$ cat src/rtl/uart_pkg.sv
// Shared UART definitions: receiver FSM states and default frame geometry.
package uart_pkg;

    // Default timing matches one full output period of the divide-by-100 baud generator.
    localparam int unsigned DEFAULT_CLKS_PER_BIT = 100;
    localparam int unsigned DEFAULT_DATA_BITS    = 8;

    typedef enum logic [2:0] {
        IDLE,
        START,
        DATA,
        STOP,
        BREAK
    } rx_state_t;

endpackage

$ cat src/rtl/uart_rx_wiz_if.sv
// Receiver output bundle: byte, strobes and busy flag towards the packet logic.
interface uart_rx_wiz_if #(
    parameter int unsigned DATA_BITS = 8
);
    logic [DATA_BITS-1:0] data_out;
    logic                 valid_out;
    logic                 framing_err_out;
    logic                 busy_out;

    modport master (
        output data_out,
        output valid_out,
        output framing_err_out,
        output busy_out
    );

    modport slave (
        input data_out,
        input valid_out,
        input framing_err_out,
        input busy_out
    );
endinterface

$ cat src/rtl/sync_2ff.sv
// Two-flop synchronizer for an asynchronous single-bit input.
module sync_2ff #(
    parameter logic RESET_VAL = 1'b0
) (
    input  logic clk_in,
    input  logic rst_in,
    input  logic d_in,
    output logic q_out
);
    logic meta_q;
    logic sync_q;

    // Capture the async pin, then let any metastability settle for one more cycle.
    always_ff @(posedge clk_in or negedge rst_in) begin
        if (!rst_in) begin
            meta_q <= RESET_VAL;
            sync_q <= RESET_VAL;
        end else begin
            meta_q <= d_in;
            sync_q <= meta_q;
        end
    end

    assign q_out = sync_q;
endmodule

$ cat src/rtl/uart_rx_wiz.sv
// 8N1-style UART receiver: mid-bit sampling, one-cycle valid and framing-error strobes.
module uart_rx_wiz
    import uart_pkg::*;
#(
    parameter int unsigned CLKS_PER_BIT = DEFAULT_CLKS_PER_BIT,
    parameter int unsigned DATA_BITS    = DEFAULT_DATA_BITS
) (
    input  logic          clk_in,
    input  logic          rst_in,
    input  logic          rx_in,
    uart_rx_wiz_if.master rx_if
);
    localparam int unsigned CW = $clog2(CLKS_PER_BIT);
    localparam int unsigned IW = $clog2(DATA_BITS);

    localparam logic [CW-1:0] HALF_M1 = CW'(CLKS_PER_BIT / 2 - 1);
    localparam logic [CW-1:0] FULL_M1 = CW'(CLKS_PER_BIT - 1);
    localparam logic [IW-1:0] LAST_IDX = IW'(DATA_BITS - 1);

    logic rx_s;

    rx_state_t            state_q;
    logic [CW-1:0]        cnt_q;
    logic [IW-1:0]        idx_q;
    logic [DATA_BITS-1:0] shift_q;
    logic [DATA_BITS-1:0] data_q;
    logic                 valid_q;
    logic                 ferr_q;
    logic                 busy_q;

    // Reset value 1 so the line reads idle while and right after reset.
    sync_2ff #(
        .RESET_VAL (1'b1)
    ) u_sync (
        .clk_in (clk_in),
        .rst_in (rst_in),
        .d_in   (rx_in),
        .q_out  (rx_s)
    );

    // Frame FSM with registered outputs; the counter restarts on every state entry.
    always_ff @(posedge clk_in or negedge rst_in) begin
        if (!rst_in) begin
            state_q <= IDLE;
            cnt_q   <= '0;
            idx_q   <= '0;
            shift_q <= '0;
            data_q  <= '0;
            valid_q <= 1'b0;
            ferr_q  <= 1'b0;
            busy_q  <= 1'b0;
        end else begin
            valid_q <= 1'b0;
            ferr_q  <= 1'b0;
            unique case (state_q)
                IDLE: begin
                    busy_q <= 1'b0;
                    cnt_q  <= '0;
                    if (!rx_s) begin
                        state_q <= START;
                        busy_q  <= 1'b1;
                    end
                end
                START: begin
                    if (cnt_q == HALF_M1) begin
                        cnt_q <= '0;
                        if (!rx_s) begin
                            state_q <= DATA;
                            idx_q   <= '0;
                        end else begin
                            // Start bit vanished before mid-bit: treat as a glitch.
                            state_q <= IDLE;
                            busy_q  <= 1'b0;
                        end
                    end else begin
                        cnt_q <= cnt_q + CW'(1);
                    end
                end
                DATA: begin
                    if (cnt_q == FULL_M1) begin
                        cnt_q   <= '0;
                        shift_q <= {rx_s, shift_q[DATA_BITS-1:1]};
                        if (idx_q == LAST_IDX) begin
                            state_q <= STOP;
                        end else begin
                            idx_q <= idx_q + IW'(1);
                        end
                    end else begin
                        cnt_q <= cnt_q + CW'(1);
                    end
                end
                STOP: begin
                    if (cnt_q == FULL_M1) begin
                        cnt_q <= '0;
                        if (rx_s) begin
                            // Leave at mid-stop-bit so a back-to-back start edge is not missed.
                            data_q  <= shift_q;
                            valid_q <= 1'b1;
                            state_q <= IDLE;
                            busy_q  <= 1'b0;
                        end else begin
                            ferr_q  <= 1'b1;
                            state_q <= BREAK;
                        end
                    end else begin
                        cnt_q <= cnt_q + CW'(1);
                    end
                end
                BREAK: begin
                    busy_q <= 1'b1;
                    cnt_q  <= '0;
                    if (rx_s) begin
                        state_q <= IDLE;
                        busy_q  <= 1'b0;
                    end
                end
                default: begin
                    state_q <= IDLE;
                    busy_q  <= 1'b0;
                    cnt_q   <= '0;
                end
            endcase
        end
    end

    assign rx_if.data_out        = data_q;
    assign rx_if.valid_out       = valid_q;
    assign rx_if.framing_err_out = ferr_q;
    assign rx_if.busy_out        = busy_q;
endmodule
$ cat src/flat_wrapper.sv
// flat-port wrapper written by rule: the top's interface ports become plain ports
module uart_rx_wiz_flat import uart_pkg::*;
#(
    parameter int unsigned CLKS_PER_BIT = DEFAULT_CLKS_PER_BIT,
    parameter int unsigned DATA_BITS    = DEFAULT_DATA_BITS
)
  (clk_in, rst_in, rx_in, rx_if_data_out, rx_if_valid_out, rx_if_framing_err_out, rx_if_busy_out);
  uart_rx_wiz_if #(.DATA_BITS(DATA_BITS)) rx_if_i ();
  input  logic clk_in;
  input  logic rst_in;
  input  logic rx_in;
  output wire logic [$bits(rx_if_i.data_out)-1:0] rx_if_data_out;
  output wire logic [$bits(rx_if_i.valid_out)-1:0] rx_if_valid_out;
  output wire logic [$bits(rx_if_i.framing_err_out)-1:0] rx_if_framing_err_out;
  output wire logic [$bits(rx_if_i.busy_out)-1:0] rx_if_busy_out;
  assign rx_if_data_out = rx_if_i.data_out;
  assign rx_if_valid_out = rx_if_i.valid_out;
  assign rx_if_framing_err_out = rx_if_i.framing_err_out;
  assign rx_if_busy_out = rx_if_i.busy_out;
  uart_rx_wiz #(.CLKS_PER_BIT(CLKS_PER_BIT), .DATA_BITS(DATA_BITS)) u_core (.clk_in(clk_in), .rst_in(rst_in), .rx_in(rx_in), .rx_if(rx_if_i));
endmodule
$ cat config.mk
export PLATFORM = sky130hd
export DESIGN_NAME = uart_rx_wiz_flat
export DESIGN_NICKNAME = d
export VERILOG_FILES = /design/src/rtl/uart_pkg.sv /design/src/rtl/uart_rx_wiz_if.sv /design/src/rtl/sync_2ff.sv /design/src/rtl/uart_rx_wiz.sv /design/src/flat_wrapper.sv
export SDC_FILE = /design/constraint.sdc
export NUM_CORES = 1
export LEC_CHECK = 0
export CORE_MARGIN = 1.5
export CORE_UTILIZATION = 40
export DETAILED_ROUTE_END_ITERATION = 10
export PLACE_DENSITY = 0.64
export SKIP_LAST_GASP = 1
export SYNTH_ARGS = -nofsm -noshare
export SYNTH_HDL_FRONTEND = slang
export SYNTH_SLANG_ARGS = --single-unit
$ cat constraint.sdc
create_clock -name clk_in -period 5.2 [get_ports clk_in]
set_input_delay 1.04 -clock clk_in [delete_from_list [all_inputs] [get_ports clk_in]]
set_output_delay 1.04 -clock clk_in [all_outputs]
set_load 0.01 [all_outputs]
==> impl_metrics.tcl <==
set metrics [dict create \
    status "completed" \
    fill_cells 317 \
    post-cts-setup-buffer-count 0 \
    root_buffer "clkbuf_8" \
    final_layout_size_suffix_gt1_share_pct 24.6 \
    clock_latency_ps 280 \
    synth_top_area_share_pct 52.8 \
    h-tree-depth 2 \
    design_area_mm2 0.00181 \
    avgSynthCellArea_um2 12.6 \
    muxShareOfSynthArea_pct 13.8 \
    synth.distinct_cells 36 \
    routed-via-count 936 \
    power_mw 0.517 \
    max_clock_freq_ghz 0.454 \
    end_kind "primary output" \
    grt_antenna_before_repair 0 \
    synthTopCellsByArea "dfrtp_1 53%, mux2_2 12%, dfstp_2 3.5%, ha_1 3.3%, nor2_1 3.0%" \
    synth-async-reset-ratio_pct 100 \
    viasPerCell 5.03 \
    worst_slew_pin_slew_ps 501 \
    grt_pass1_vias 993 \
    initial_core_util_pct 41.5 \
    max-cap-violations 0 \
    rsz0062_at_grt "false" \
    top_level_ports 14 \
    cts_tree "yes" \
    powerDensity_mw_per_mm2 286 \
    crit_buf_inv 1 \
    path_cells "clkdlybuf4s50_1" \
    synth_xor_area_share_pct 3.46 \
    wl_met1_um 1110 \
    cp_slowest_cell "clkdlybuf4s50_1" \
    io_buffers 13 \
    synthSimpleGateAreaFrac_pct 13.8 \
    routed.top_layer "met4" \
    fin_crit_ps 2200 \
    leakagePower_nw 0.851 \
    grt_max_degree 35 \
    synth_compound_area_share_pct 6.84 \
    n_antenna_cell 0 \
    clkSlewWorstSetupHoldPaths_ps 70 \
    grt_use_total_pct 14.5 \
    synth-seq-cells 34 \
    overflow 0 \
    netlist_instances 120 \
    ys_top_cells_by_count "32 x dfrtp_1, 16 x mux2_2, 12 x nor2_1" \
    final_nets 145 \
    dieArea_mm2 0.00417 \
    seq_area_um2 853 \
    max-vdd-ir-drop_mv 0.204 \
    die_h_um 64.6 \
    cp_max_fo 2 \
    multi_input_area_um2 626 \
    synth_nets 127 \
    cts_buffers 5 \
    synth_most_common_cell "dfrtp_1" \
    worst_ep_arrival_time_ps 1160 \
    yosysWarningCount 0 \
    wl_per_cell_um 13.4 \
    relSlewSlack_pct 66.5 \
    synthToLayoutAreaGrowth_pct 19.1 \
    final_core_util_pct 49.4 \
    drtPass1Iterations 4 \
    slew_violations 0 \
    fin_skew_ps 8.03 \
    cp_top_family "buffers and inverters" \
    initialDrtViolationCount 30 \
    synth_area_leader_cell "dfrtp_1" \
    yosys.area_share.adder_pct 3.30 \
    slowest_delay_ps 530 \
    drtAntennaViolNets 0 \
    drc 0 \
    setup_viol 0 \
    path_class "flop to primary output" \
    routed_wl_um 2480 \
    clock-sinks 34 \
    synth-edff-count 0 \
    finalHoldViolCount 0 \
    core_mm2 0.00366 \
    dr_wl_met3_um 70 \
    place_area_mm2 0.00170 \
    wl_met2_um 1270 \
    crit_path_start_kind "flop" \
    hpwl_um 1770 \
    hold_ws_ps 356 \
    min_path_type "flop to flop" \
    setup-tns-final_ps 0 \
    die_x_um 64.6 \
    std_cell_rows 22 \
    crit_required_ps 4160 \
    grt_pass1_wl_um 4510 \
    finalCritPeriodShare_pct 42.4 \
    synth_top_flop_cell "dfrtp_1" \
    seq_area_frac_synth_pct 56.2 \
    gp_congestion 0.718 \
    cts_resized 0 \
    cts_buffer_depth 2 \
    synth_top_family_by_area "multiplexers" \
    hold_buffers 0 \
    syn_area_mm2 0.00152 \
]
[sequential cells by signal, indices dropped and copies added, names as in the netlist]
register	cells
u_core.idx_q	3
u_core.rx_if.valid_out	1
u_core.u_sync.meta_q	1
u_core.u_sync.q_out	1
u_core.rx_if.data_out	8
u_core.rx_if.busy_out	1
u_core.shift_q	8
u_core.rx_if.framing_err_out	1
u_core.cnt_q	7
u_core.state_q	3
[cells by family after synthesis]
kind of cell             count (synthesis)
XOR/XNOR                                 6
AO/OA/AOI/OAI                           14
buffers and inverters                    8
AND/OR/NAND/NOR                         35
multiplexers                            19
flip-flops                              34
adder cells (fa/ha/maj)                  4
[placed cells by master, fill, tap and decap left out, types with 2 or more instances in the layout]
cell type	instances
xnor2_1	4
xor2_1	2
clkdlybuf4s50_1	13
nand3_1	3
a21boi_0	2
mux2i_1	3
ha_1	4
nand2b_1	3
nor2b_1	2
a21oi_1	3
dfstp_2	2
inv_1	5
clkbuf_8	6
nor2_1	12
a211oi_1	2
nand2_1	5
mux2_2	16
dfrtp_1	32
[worst reg2reg max path: cells and delay by family, from the launching register on]
| family | cells | cell delay [ps] |
|---|---|---|
| adders and majority gates | 1 | 220 |
| and+or+nand+nor | 3 | 800 |
| muxes | 1 | 340 |
| DFF | 1 | 390 |
[area by class of cell]
| type | instances | share of cell area, % |
|---|---|---|
| Clock buffer | 6 | 4.57 |
| Clock inverter | 1 | 1.66 |
| Inverter | 5 | 1.04 |
| Multi-Input combinational cell | 78 | 34.6 |
| Sequential cell | 34 | 47.2 |
| Tap cell | 48 | 3.32 |
| Timing Repair Buffer | 14 | 7.61 |
[metal layers]
metal / vias to the layer above / GRT usage (%)
met5: - / 0
met3: 4 / 4.69
met2: 11 / 23.8
met1: 466 / 16.8
li1: 455 / -
met4: 0 / 7.98
[path summary, 6_finish.rpt]
path | from | to | slack (ps) | cells after the start
max | u_core.rx_if.data_out[1] | rx_if_data_out[1] | 3000 | 1
min | u_core.u_sync.meta_q | u_core.u_sync.q_out | 360 | 0
max reg2reg | u_core.cnt_q[0] | u_core.rx_if.data_out[4] | 3340 | 5
min reg2reg | u_core.u_sync.meta_q | u_core.u_sync.q_out | 360 | 0
max in group asynchronous | rst_in | u_core.u_sync.meta_q | 3700 | 2
min in group asynchronous | rst_in | u_core.rx_if.data_out[0] | 1160 | 2
[where the power goes]
group / total [mW] / switching, mW / internal, mW
Combinational: 0.00749 / 0.00541 / 0.00207
Clock: 0.242 / 0.0887 / 0.153
Sequential: 0.267 / 0.00122 / 0.266
Total: 0.517 / 0.0953 / 0.421
[through the flow]
stage | instances | setup slack (ps)
after floorplan | 120 | 3460
after CTS | 186 | 2980
after detailed placement | 179 | 3300
final | 186 | 3000
after global placement | 179 | 3310
after global routing | 186 | 2950
(Power assumes the default switching activity.)
